$ cat config.mk
export PLATFORM = sky130hd
export DESIGN_NAME = airi5c_jtag_master
export DESIGN_NICKNAME = d
export VERILOG_FILES = /design/src/rtl/airi5c_jtag_master.sv
export SDC_FILE = /design/constraint.sdc
export NUM_CORES = 1
export LEC_CHECK = 0
export ABC_AREA = 1
export BUFFER_PORTS_ARGS = -buffer_cell sky130_fd_sc_hd__buf_2
export CAP_MARGIN = 20
export CORE_MARGIN = 2
export CORE_UTILIZATION = 30
export CTS_BUF_LIST = sky130_fd_sc_hd__clkbuf_4
export CTS_CLUSTER_SIZE = 25
export DETAILED_ROUTE_END_ITERATION = 8
export PLACE_DENSITY = 0.58
export SYNTH_ARGS = -nofsm -noshare
export SYNTH_HDL_FRONTEND = slang
export SYNTH_SLANG_ARGS = --single-unit
$ cat constraint.sdc
create_clock -name CLK -period 5.3 [get_ports CLK]
set_clock_uncertainty 0.05 [all_clocks]
set_input_delay 0.265 -clock CLK [delete_from_list [all_inputs] [get_ports CLK]]
set_output_delay 0.265 -clock CLK [all_outputs]
set_load 0.005 [all_outputs]
$ cat src/rtl/airi5c_jtag_master.sv
// airi5c_jtag_master: command-driven JTAG sequencer (TAP reset, IR/DR scan, idle TCK).
// Generates tck/tms/tdi from the system clock and returns captured tdo bits per command.
// Optional build macro AIRI5C_JTAG_MASTER_RTI_PAD_EN appends RTI_CYCLES Run-Test/Idle
// TCKs after every IR/DR scan.
`timescale 1ns/1ps

module airi5c_jtag_master #(
  parameter int unsigned IR_WIDTH   = 5,
  parameter int unsigned DR_WIDTH   = 41,
  parameter int unsigned CLK_DIV    = 2,
  parameter int unsigned RTI_CYCLES = 4,
  parameter int unsigned LW         = $clog2(DR_WIDTH + 1)
) (
  input  logic                CLK,
  input  logic                RESET,
  input  logic                cmd_valid,
  output logic                cmd_ready,
  input  logic [1:0]          cmd_op,
  input  logic [LW-1:0]       cmd_len,
  input  logic [DR_WIDTH-1:0] cmd_data,
  output logic                rsp_valid,
  output logic [DR_WIDTH-1:0] rsp_data,
  output logic                busy,
  output logic                tck,
  output logic                tms,
  output logic                tdi,
  input  logic                tdo
);

`ifdef AIRI5C_JTAG_MASTER_RTI_PAD_EN
  localparam bit PAD_EN = 1'b1;
`else
  localparam bit PAD_EN = 1'b0;
`endif
  localparam int unsigned PAD_TCK = PAD_EN ? RTI_CYCLES : 0;

  localparam int unsigned CW  = 16;
  localparam int unsigned IW  = (DR_WIDTH > 1) ? $clog2(DR_WIDTH) : 1;
  localparam int unsigned DVW = (CLK_DIV > 1) ? $clog2(CLK_DIV) : 1;

  localparam logic [1:0] OP_RST  = 2'b00;
  localparam logic [1:0] OP_IR   = 2'b01;
  localparam logic [1:0] OP_DR   = 2'b10;

  localparam logic [2:0] S_IDLE  = 3'd0;
  localparam logic [2:0] S_TRST  = 3'd1;
  localparam logic [2:0] S_SEL   = 3'd2;
  localparam logic [2:0] S_SHIFT = 3'd3;
  localparam logic [2:0] S_EXIT  = 3'd4;
  localparam logic [2:0] S_PAD   = 3'd5;
  localparam logic [2:0] S_WAIT  = 3'd6;
  localparam logic [2:0] S_DONE  = 3'd7;

  logic [2:0]          r_state;
  logic [CW-1:0]       r_cnt;
  logic [DVW-1:0]      r_div;
  logic [1:0]          r_op;
  logic [CW-1:0]       r_len;
  logic [DR_WIDTH-1:0] r_data;
  logic [DR_WIDTH-1:0] r_cap;
  logic [DR_WIDTH-1:0] r_rsp_data;
  logic                r_rsp_valid;
  logic                r_cmd_ready;
  logic                r_busy;
  logic                r_tck;
  logic                r_tms;
  logic                r_tdi;

  logic [2:0]          w_state_nxt;
  logic [CW-1:0]       w_cnt_nxt;
  logic [CW-1:0]       w_last;
  logic [CW-1:0]       w_dr_len;
  logic [1:0]          w_op;
  logic                w_is_ir;
  logic                w_tck_st;
  logic                w_tick;
  logic                w_rise;
  logic                w_fall;
  logic                w_accept;
  logic                w_tms_nxt;
  logic                w_tdi_nxt;

  assign cmd_ready = r_cmd_ready;
  assign rsp_valid = r_rsp_valid;
  assign rsp_data  = r_rsp_data;
  assign busy      = r_busy;
  assign tck       = r_tck;
  assign tms       = r_tms;
  assign tdi       = r_tdi;

  // TCK timing: half-period tick, rising and falling TCK events
  assign w_tck_st = (r_state != S_IDLE) && (r_state != S_DONE);
  assign w_tick   = (r_div == DVW'(CLK_DIV - 1));
  assign w_rise   = w_tck_st & w_tick & ~r_tck;
  assign w_fall   = w_tck_st & w_tick & r_tck;
  assign w_accept = r_cmd_ready & cmd_valid;

  // Command decode: op is taken from the bus while idle, else from the latch
  assign w_op     = (r_state == S_IDLE) ? cmd_op : r_op;
  assign w_is_ir  = (w_op == OP_IR);
  assign w_dr_len = ((cmd_len == '0) || (cmd_len > LW'(DR_WIDTH))) ? CW'(DR_WIDTH) : CW'(cmd_len);

  // Index of the last TCK spent in the current state
  always_comb begin
    w_last = '0;
    case (r_state)
      S_TRST:          w_last = CW'(5);
      S_SEL:           w_last = w_is_ir ? CW'(3) : CW'(2);
      S_SHIFT, S_WAIT: w_last = r_len - CW'(1);
      S_EXIT:          w_last = CW'(1);
      S_PAD:           w_last = CW'(PAD_TCK - 1);
      default:         w_last = '0;
    endcase
  end

  // Next state and TCK index; TCK states advance on the falling TCK edge
  always_comb begin
    w_state_nxt = r_state;
    w_cnt_nxt   = r_cnt;
    case (r_state)
      S_IDLE: begin
        if (w_accept) begin
          w_cnt_nxt = '0;
          case (cmd_op)
            OP_RST:       w_state_nxt = S_TRST;
            OP_IR, OP_DR: w_state_nxt = S_SEL;
            default:      w_state_nxt = (cmd_len == '0) ? S_DONE : S_WAIT;
          endcase
        end
      end
      S_DONE: w_state_nxt = S_IDLE;
      default: begin
        if (w_fall) begin
          if (r_cnt == w_last) begin
            w_cnt_nxt = '0;
            case (r_state)
              S_SEL:   w_state_nxt = S_SHIFT;
              S_SHIFT: w_state_nxt = S_EXIT;
              S_EXIT:  w_state_nxt = (PAD_TCK != 0) ? S_PAD : S_DONE;
              default: w_state_nxt = S_DONE;
            endcase
          end else begin
            w_cnt_nxt = r_cnt + CW'(1);
          end
        end
      end
    endcase
  end

  // TMS/TDI for the TCK about to be generated, derived from the next position
  always_comb begin
    w_tms_nxt = r_tms;
    w_tdi_nxt = 1'b0;
    case (w_state_nxt)
      S_TRST:  w_tms_nxt = (w_cnt_nxt != CW'(5));
      S_SEL:   w_tms_nxt = w_is_ir ? (w_cnt_nxt < CW'(2)) : (w_cnt_nxt == '0);
      S_SHIFT: begin
        w_tms_nxt = (w_cnt_nxt == (r_len - CW'(1)));
        w_tdi_nxt = r_data[w_cnt_nxt[IW-1:0]];
      end
      S_EXIT:  w_tms_nxt = (w_cnt_nxt == '0);
      S_PAD, S_WAIT: w_tms_nxt = 1'b0;
      default: w_tms_nxt = r_tms;
    endcase
  end

  // State register
  always_ff @(posedge CLK or posedge RESET) begin
    if (RESET) begin
      r_state <= S_IDLE;
      r_cnt   <= '0;
    end else begin
      r_state <= w_state_nxt;
      r_cnt   <= w_cnt_nxt;
    end
  end

  // Datapath: command latch, TCK divider, TDO capture, registered outputs
  always_ff @(posedge CLK or posedge RESET) begin
    if (RESET) begin
      r_div       <= '0;
      r_op        <= OP_RST;
      r_len       <= '0;
      r_data      <= '0;
      r_cap       <= '0;
      r_rsp_data  <= '0;
      r_rsp_valid <= 1'b0;
      r_cmd_ready <= 1'b0;
      r_busy      <= 1'b0;
      r_tck       <= 1'b0;
      r_tms       <= 1'b1;
      r_tdi       <= 1'b0;
    end else begin
      r_cmd_ready <= (r_state == S_IDLE) && !w_accept;
      r_busy      <= (w_state_nxt != S_IDLE) || (r_state == S_DONE);
      r_rsp_valid <= (r_state == S_DONE);
      if (r_state == S_DONE) begin
        r_rsp_data <= ((r_op == OP_IR) || (r_op == OP_DR)) ? r_cap : '0;
      end
      if (w_accept) begin
        r_op   <= cmd_op;
        r_data <= cmd_data;
        r_cap  <= '0;
        case (cmd_op)
          OP_IR:   r_len <= CW'(IR_WIDTH);
          OP_DR:   r_len <= w_dr_len;
          default: r_len <= CW'(cmd_len);
        endcase
      end
      if (w_tck_st) begin
        r_div <= w_tick ? '0 : (r_div + DVW'(1));
        if (w_tick) r_tck <= ~r_tck;
      end else begin
        r_div <= '0;
        r_tck <= 1'b0;
      end
      if (w_rise && (r_state == S_SHIFT)) begin
        r_cap[r_cnt[IW-1:0]] <= tdo;
      end
      if (w_accept || w_fall) begin
        r_tms <= w_tms_nxt;
        r_tdi <= w_tdi_nxt;
      end
    end
  end

endmodule
Yosys cells after proc, flatten, opt, wreduce, memory -nomap -nowiden
Cells that the tools add are included.
{"block": "word_totals", "ff_bits": 167, "inputBits": 53, "out_inout_bits": 47, "wordCells": 101}
{"block": "op_classes", "n_addsub": 3, "magnitude_cmp": 5, "n_eq_ne": 23, "muxes": 31, "bitwise": 5, "reduce_logical": 20}
{"op": "41-bit two-way mux", "count": 3}
{"op": "16-bit one-hot mux with 5 select lines", "count": 1}
{"op": "16-bit two-way mux", "count": 3}
{"op": "41-bit bitwise mux", "count": 1}
{"op": "16-bit == test", "count": 2}
{"op": "16-bit one-hot mux with 2 select lines", "count": 1}
{"op": "3-bit == test (second input constant)", "count": 7}
{"op": "3-bit one-hot mux with 2 select lines", "count": 3}
{"op": "16-bit by 1-bit adder with 16-bit output (second input constant)", "count": 1}
{"op": "16-bit zero test", "count": 1}
{"op": "16-bit by 2-bit less-than comparator with 1-bit output (second input constant)", "count": 1}
{"op": "16-bit by 3-bit != test with 1-bit output (second input constant)", "count": 1}
{"op": "16-bit by 1-bit subtractor with 16-bit output (second input constant)", "count": 1}
{"op": "6-bit by 7-bit less-than comparator with 1-bit output (second input constant)", "count": 2}
{"op": "3-bit by 2-bit == test with 1-bit output (second input constant)", "count": 4}
{"op": "6-bit one-hot mux with 2 select lines", "count": 1}
{"op": "1-bit two-way mux", "count": 10}
{"op": "3-bit two-way mux", "count": 3}
{"op": "1-bit binary-select mux with 6-bit select", "count": 1}
{"op": "1-bit demux with 6-bit select", "count": 1}
{"op": "2-bit by 1-bit == test with 1-bit output (second input constant)", "count": 3}
{"op": "3-bit by 1-bit == test with 1-bit output (second input constant)", "count": 2}
{"op": "6-bit by 1-bit greater-or-equal comparator with 1-bit output (second input constant)", "count": 1}
{"op": "6-bit greater-than comparator (second input constant)", "count": 1}
{"op": "other kinds (19)", "count": 32}

Depth between registers and ports, before layout
Gate-level depths: netlist of run 1.
{"block": "logic_depth", "ltp_word": 13, "mapped_depth": 26, "mapped_depth_nobuf": 26}

Least setup slack after synthesis of run 1
OpenSTA, ideal clock, no wires.
{"block": "synth_timing", "kind": "reg-to-reg", "from": "register r_len[2]", "to": "register r_tdi (netlist: tdi)", "setup_time_ns": 0.116, "arrival_time_ns": 2.605, "required_time_ns": 5.134, "path_slack_ns": 2.529, "path_stages_with_launch": 24, "path_buffers": 1, "period_less_slack_ns": 2.771, "path_cell_list": "dfrtp_1 -> nor2_1 -> nand2_1 -> nor3_1 -> ha_1 -> inv_1 -> nand3_1 -> nand2_1 -> nand2_1 -> nand2_1 -> nand2_1 -> nor2_1 -> nand3_1 -> nor2_4 -> nand2_4 -> nand3_1 -> nand2_2 -> buf_2 -> nor3_1 -> o21ai_0 -> nand3_1 -> nand3_1 -> nand2_1 -> nand2_1"}
{"block": "synth_via", "elab_chain_cells": 9, "elab_cells_between_ends": 13, "cone_classes": "add/sub: 1; eq/ne: 2; mux: 10"}
{"element": "from (decl)", "line": "58", "rtl": "logic [CW-1:0] r_len;"}
{"element": "from (signal assigned)", "line": "205", "rtl": "OP_IR: r_len <= CW'(IR_WIDTH);"}
{"element": "from (signal assigned)", "line": "206", "rtl": "OP_DR: r_len <= w_dr_len;"}
{"element": "from (signal assigned)", "line": "207", "rtl": "default: r_len <= CW'(cmd_len);"}
{"element": "16-bit by 1-bit subtractor with 16-bit output", "line": "109", "rtl": "S_SHIFT, S_WAIT: w_last = r_len - CW'(1);"}
{"element": "16-bit one-hot mux with 5 select lines", "line": "106", "rtl": "case (r_state)"}
{"element": "16-bit == test", "line": "134", "rtl": "if (r_cnt == w_last) begin"}
{"element": "16-bit two-way mux", "line": "134"}
{"element": "16-bit two-way mux", "line": "133", "rtl": "if (w_fall) begin"}
{"element": "16-bit one-hot mux with 2 select lines", "line": "120", "rtl": "case (r_state)"}
{"element": "named net w_cnt_nxt[1]", "line": "70", "rtl": "logic [CW-1:0] w_cnt_nxt;"}
{"element": "1-bit binary-select mux with 6-bit select", "line": "159", "rtl": "w_tdi_nxt = r_data[w_cnt_nxt[IW-1:0]];"}
{"element": "1-bit two-way mux (implied by the code)", "line": "159"}
{"element": "1-bit two-way mux", "line": "154", "rtl": "case (w_state_nxt)"}
{"element": "to (signal assigned)", "line": "222", "rtl": "r_tdi <= w_tdi_nxt;"}
{"element": "to (decl)", "line": "67", "rtl": "logic r_tdi;"}
The timed path passes the listed nets, and every way through them passes these cells. The select of a mux whose other input is x is not followed.
A chain may end at the register's enable or synchronous reset.

Final worst setup path of run 1
{"block": "layout_timing", "from": "register r_state[1]", "to": "register r_tdi (netlist: tdi)"}
{"block": "layout_via", "elab_chain_cells": 12, "elab_cells_between_ends": 32, "cone_classes": "eq/ne: 11; mux: 14; bitwise: 2; reduce/logical: 5"}
{"element": "from (decl)", "line": "54", "rtl": "logic [2:0] r_state;"}
{"element": "from (signal assigned)", "line": "173", "rtl": "r_state <= w_state_nxt;"}
{"element": "3-bit zero test", "line": "99, 120"}
{"element": "2-bit two-way mux", "line": "99", "rtl": "assign w_op = (r_state == S_IDLE) ? cmd_op : r_op;"}
{"element": "2-bit by 1-bit == test with 1-bit output", "line": "100", "rtl": "assign w_is_ir = (w_op == OP_IR);"}
{"element": "1-bit two-way mux", "line": "108", "rtl": "S_SEL: w_last = w_is_ir ? CW'(3) : CW'(2);"}
{"element": "16-bit one-hot mux with 5 select lines", "line": "106"}
{"element": "16-bit == test", "line": "134"}
{"element": "16-bit two-way mux", "line": "134"}
{"element": "16-bit two-way mux", "line": "133"}
{"element": "16-bit one-hot mux with 2 select lines", "line": "120"}
{"element": "1-bit binary-select mux with 6-bit select", "line": "159"}
{"element": "1-bit two-way mux (implied by the code)", "line": "159"}
{"element": "1-bit two-way mux", "line": "154"}
Parallel ways exist; a longest one is shown, timed or not. The select of a mux whose other input is x is not followed.

==> flow_summary.yaml, run 1 <==
timing:
  setup_tns_ns: 0
  drv_slew: 0
  finalHoldViolations: 0
  rsz0062_at_grt: "false"
  slew_headroom_pct: 34.7
  holdWs_ns: 0.0491
  period_share_pct: 73.6
  fmax_mhz: 256
  fin_crit_ns: 3.90
  tightest_slew_ns: 0.972
  setup_viol: 0
setup_path:
  cp_max_fo: 27
  path_delay_family: "simple AND/OR/NAND/NOR gates"
  crit_path_max_incr_delay_ns: 0.54
  crit_required_ns: 5.71
  path_cells: "nand2_1, nand2_1, nand2_2, nand3_2, inv_2, nand2_1, nor2_1, nand3_1, nor2_4, nand2_4, nand2_2, inv_2, nor2_2, nand2_1, a21oi_1, nor2_1, nand3_1, nand3_1, nand2_1, nand2_1"
  worst_ep_arrival_time_ns: 4.32
  cp_common_cell: "nand2_1"
  cp_num_buf_inv: 2
  endpoint_kind: "register"
  slowest_stage: "dfrtp_1"
  critPathKind: "reg2reg"
  worstSetupStartpointType: "register"
hold_path:
  hold_path_class: "in2reg"
yosys:
  async_flop_share_pct: 100
  netlist_instances: 1155
  synth_cell_type_count: 33
  ys.warnings.count: 0
  syn_area_mm2: 0.00843
  synth.yosys.seq_area_share_pct: 46.6
  ys_ff_latch: 157
  synthFlopType: "dfrtp_1"
  avgSynthCellArea_um2: 7.30
  syn-num-nets: 1215
  synth_edf_count: 0
pwr:
  p_per_area_mw_per_mm2: 375
  peakVddDrop_mv: 0.236
  leakage_nw: 5.24
place:
  portBuffers: 99
  hpwl_um: 16600
  dp_cells: 1586
  place.gp.congestion: 0.914
clocking:
  clkTransAtPathRegs_ns: 0.15
  tritoncts: "built"
  cts_buffers: 17
  cts_buffer_depth: 2
  post_cts_resized: 0
  cts_root_buf: "clkbuf_4"
  insertion_delay_ns: 0.58
  clock-sinks: 157
  htree_levels: 4
final_layout:
  fin_nets: 1339
  drive_gt1_share_pct: 13.2
  syn_to_final_growth_pct: 18.5
  antenna_cells: 0
  fin_cells: 1669
grt:
  grtUsageTotal_pct: 16.8
  antenna_found_initial: 0
  grt_first_pass_wirelength_um: 39600
  grt_overflow: 0
  grt_pass1_vias: 7692
  grt_max_degree: 102
detailed_routing:
  routed_wirelength_um: 24000
  via_count: 7973
  drc: 0
  routed_via_density: 4.78
  ant_nets: 0
  drtIter0Drc: 618
  wl_per_cell_um: 14.4
  drtPass1Iterations: 5
run:
  drv_cap: 0
floorplan:
  io-pin-count: 100
  fp.dieW_um: 172
  initial_utilization_pct: 30.4
  dieHeight_um: 172
  core_area_mm2: 0.0277
  rows: 61
  die_area_mm2: 0.0294
run_status:
  status: "finished, final reports clean"
## routing by layer
layer,global-route usage (%),share of wire (%)
met3,3.22,4.4
met5,0,0
met4,4.24,1.3
met2,27.4,46
met1,22.9,48
## layout make-up
type / count / area, µm²
multi-input cells: 855 / 3920
inverters: 90 / 343
fillers: 2975 / 17700
flip-flops and latches: 157 / 3930
clock inverters: 14 / 113
clock buffers: 17 / 128
repair buffers: 158 / 1090
well taps: 378 / 473
## worst min-delay path, cell delays in order
cell     delay [ns]
buf_2          0.08
nand2_2        0.08
inv_1          0.09
nor2_1         0.10
## placed cells by master, fill, tap and decap left out, types with 3 or more instances in the layout
cell type,n
inv_2,5
buf_2,99
xor2_1,9
nand2_1,423
nor2_2,7
inv_6,5
o21ai_0,77
nand3b_1,6
nand4_1,29
buf_4,7
ha_1,7
dfrtp_1,156
nand2_4,6
inv_1,82
clkinv_1,3
nand3_2,5
clkbuf_4,17
nor3_1,15
dlygate4sd3_1,51
o21ai_1,5
nand3_1,176
a21oi_1,11
clkinv_4,3
nor2_1,63
nand2_2,7
## power by group
part	switching, W	total (W)	internal [W]
clock network	0.000484	0.000677	0.000193
registers	0.000165	0.00161	0.00144
logic	0.00101	0.00146	0.000457
total	0.00166	0.00375	0.00209
## kinds of logic (layout without fill, tap and decap cells)
| logic type | Yosys count | in the layout | synth area share, % |
|---|---|---|---|
| compound gates | 98 | 98 | 5.98 |
| xor+xnor | 9 | 9 | 0.935 |
| fa+ha+maj | 7 | 7 | 1.04 |
| buf+inv | 143 | 279 | 6.96 |
| flops | 157 | 157 | 46.6 |
| simple gates | 741 | 741 | 38.4 |
## cells in the mapped netlist (5+ instances only)
| library cell | n | share of area (%) |
|---|---|---|
| a21oi_1 | 11 | 0.65 |
| buf_2 | 7 | 0.42 |
| buf_6 | 5 | 0.67 |
| clkbuf_1 | 36 | 1.6 |
| dfrtp_1 | 156 | 46 |
| ha_1 | 7 | 1.0 |
| inv_1 | 83 | 3.7 |
| inv_2 | 5 | 0.22 |
| nand2_1 | 424 | 19 |
| nand2_2 | 6 | 0.45 |
| nand2_4 | 6 | 0.80 |
| nand3_1 | 177 | 11 |
| nand3b_1 | 6 | 0.53 |
| nand4_1 | 29 | 2.2 |
| nor2_1 | 63 | 2.8 |
| nor2_2 | 7 | 0.52 |
| nor3_1 | 15 | 0.89 |
| o21ai_0 | 77 | 4.6 |
| o21ai_1 | 5 | 0.30 |
| xor2_1 | 9 | 0.94 |
## flip-flops by register name, summed over array words and instances, names as in the netlist
register and count:
r_data 41, tdi 1, rsp_valid 1, busy 1, r_cnt 16, rsp_data 41
tck 1, tms 1, r_cap 41, r_state 3, r_len 6, r_div 1
r_op 2, cmd_ready 1
## repair_timing
item,in CTS,in global routing
setup buffers,0,0
endpoints found under the hold margin,149,0
hold buffers,51,0
## final timing paths
path	startpoint	endpoint	slack, ns	depth (start not counted)
setup / recovery	r_state[1]	tdi	1.40	20
hold / removal	cmd_valid	cmd_ready	0.05	4
setup reg to reg	r_state[1]	tdi	1.40	20
hold reg to reg	rsp_data[13]	rsp_data[13]	0.44	2
max in group asynchronous	RESET	r_cnt[3]	3.51	4
min in group asynchronous	RESET	rsp_data[34]	0.37	3
## metrics by stage
| step | cell area (µm²) | util, % | power, W | setup slack [ns] |
|---|---|---|---|---|
| 3_3_place_gp | 9210 | 33.2 | 0.00305 | 1.52 |
| 6_report | 9990 | 36.1 | 0.00375 | 1.40 |
| 5_1_grt | 9990 | 36.1 | 0.00409 | 0.907 |
| 2_1_floorplan | 8430 | - | 0.00265 | 0.752 |
| 4_1_cts | 9960 | 36.0 | 0.00378 | 1.42 |
| 3_5_place_dp | 9210 | 33.2 | 0.00307 | 1.47 |
Power figures use the tool's default switching activity.
==> inputs of run 2 (changes only) <==
==> constraint.sdc (replaced) <==
create_clock -name CLK -period 4 [get_ports CLK]
set_clock_uncertainty 0.05 [all_clocks]
set_input_delay 0.2 -clock CLK [delete_from_list [all_inputs] [get_ports CLK]]
set_output_delay 0.2 -clock CLK [all_outputs]
set_load 0.005 [all_outputs]
==> run 2 against run 1 <==
Against the previous run: utilization increased by 0.32 points; sequential share of layout area decreased by 0.35 points; clock-buffer cell count unchanged; design area increased by 0.89%; power increased by 35%.
==> flow_summary.yaml, run 2 (same netlist as run 1, synthesis figures left out) <==
detailed_routing:
  routed_wirelength_um: 24100
  routed_via_density: 4.75
  drc: 0
  via_count: 7963
  ant_nets: 0
  wl_per_cell_um: 14.4
  drtIter0Drc: 753
  drtPass1Iterations: 5
place:
  place.gp.congestion: 0.937
  hpwl_um: 16900
  portBuffers: 99
  pre_cts_ws_ns: 0.537
  dp_cells: 1589
grt:
  grt_first_pass_wirelength_um: 39200
  grt_overflow: 0
  grt_max_degree: 106
  antenna_found_initial: 1
  grt_pass1_vias: 7538
  grtUsageTotal_pct: 16.8
setup_path:
  path_delay_family: "simple AND/OR/NAND/NOR gates"
  crit_required_ns: 4.41
  cp_max_fo: 19
  cp_num_buf_inv: 2
  critPathKind: "reg2reg"
  worst_ep_arrival_time_ns: 4.01
  endpoint_kind: "register"
  crit_path_max_incr_delay_ns: 0.43
  cp_common_cell: "nand2_1"
  slowest_stage: "dfrtp_1"
  worstSetupStartpointType: "register"
  path_cells: "inv_2, nand2_1, nor3_1, ha_1, inv_1, nand3_1, nand2_1, nand2_1, nand2_1, nand2_1, nor2_1, nand3_1, nor2_4, nand2_4, nand3_1, nand2_2, nor2_2, nand2_1, a21oi_1, nor2_1, nand3_1, nand3_1, nand2_1, nand2_1"
clocking:
  cts_root_buf: "clkbuf_4"
  post_cts_resized: 0
  insertion_delay_ns: 0.56
  clock-sinks: 157
  htree_levels: 4
  tritoncts: "built"
  clkTransAtPathRegs_ns: 0.15
  cts_buffer_depth: 2
  cts_buffers: 17
final_layout:
  fill_cells: 2942
  layout_commonest_cell: "nand2_1"
  final_util_pct: 36.4
  final_cell_mix: "nand2_1, nand3_1, dfrtp_1, buf_2, inv_1"
  fin_cells: 1675
  syn_to_final_growth_pct: 19.6
  fin_nets: 1343
  drive_gt1_share_pct: 13.5
timing:
  setup_viol: 0
  finalHoldViolations: 0
  fin_ws_ns: 0.402
  tightest_slew_ns: 0.939
  fin_crit_ns: 3.60
  rsz0062_at_grt: "false"
  drv_slew: 0
  period_share_pct: 90.0
  slew_headroom_pct: 36.9
  fmax_mhz: 278
  setup_tns_ns: 0
pwr:
  peakVddDrop_mv: 0.267
  finalPower_w: 0.00508
  p_per_area_mw_per_mm2: 504
  leakage_nw: 5.27
hold_path:
  hold_path_class: "in2async"
floorplan:
  io-pin-count: 100
  dieHeight_um: 172
  rows: 61
  core_area_mm2: 0.0277
  fp.dieW_um: 172
  initial_utilization_pct: 30.4
  die_area_mm2: 0.0294
run_status:
  status: "finished, final reports clean"
run:
  drv_cap: 0
run 2: worst paths after layout:
path / from / endpoint / slack [ns] / depth (start not counted)
setup reg to reg: r_len[0] / tdi / 0.40 / 24
hold reg to reg: rsp_data[36] / rsp_data[36] / 0.44 / 2
setup / recovery: r_len[0] / tdi / 0.40 / 24
max in group asynchronous: RESET / r_data[40] / 2.56 / 4
min in group CLK: cmd_data[22] / r_data[22] / 0.30 / 4
hold / removal: RESET / r_cnt[9] / 0.28 / 3
run 2: where the power goes:
part,switching [W],total (W),internal (W)
combinational,0.00135,0.00197,0.000618
sequential,0.000222,0.00214,0.00191
clock,0.000646,0.000976,0.000331
run 2: layer usage:
metal | wire [µm] | up-vias | share of wire (%) | track usage (%)
li1 | - | 3997 | - | -
met1 | 11700 | 3751 | 49 | 23.2
met2 | 11000 | 190 | 46 | 27.1
met3 | 910 | 25 | 3.8 | 2.69
met4 | 384 | 0 | 1.6 | 5.12
met5 | 0 | - | 0 | 0
run 2: worst register-to-register path, cell delays in order (launching register included):
cell and delay (ns):
dfrtp_1 0.43, inv_2 0.13, nand2_1 0.11, nor3_1 0.23
ha_1 0.30, inv_1 0.08, nand3_1 0.07, nand2_1 0.11
nand2_1 0.06, nand2_1 0.10, nand2_1 0.06, nor2_1 0.10
nand3_1 0.12, nor2_4 0.14, nand2_4 0.18, nand3_1 0.20
nand2_2 0.24, nor2_2 0.29, nand2_1 0.09, a21oi_1 0.13
nor2_1 0.05, nand3_1 0.06, nand3_1 0.07, nand2_1 0.06
nand2_1 0.04
run 2: area by class of cell:
class / count / area [µm²] / share of cell area, %
Antenna cell: 1 / 2.50 / 0.0248
Clock buffer: 17 / 128 / 1.27
Clock inverter: 15 / 155 / 1.54
Inverter: 90 / 342 / 3.39
Multi-Input combinational cell: 855 / 3920 / 38.9
Sequential cell: 157 / 3930 / 39.0
Tap cell: 378 / 473 / 4.69
Timing Repair Buffer: 162 / 1130 / 11.2
run 2: what timing repair did:
item                      4_1_cts  5_1_grt
hold buffers                   52        0
buffers inserted                0        0
hold endpoints to repair       84        0
run 2: through the flow:
step                instance area [µm²]  hold WS [ns]
detailed placement                 9250         0.348
global placement                   9250         0.346
finish                            10100         0.277
floorplan                          8430         0.260
global route                      10100         0.250
CTS                               10000         0.259
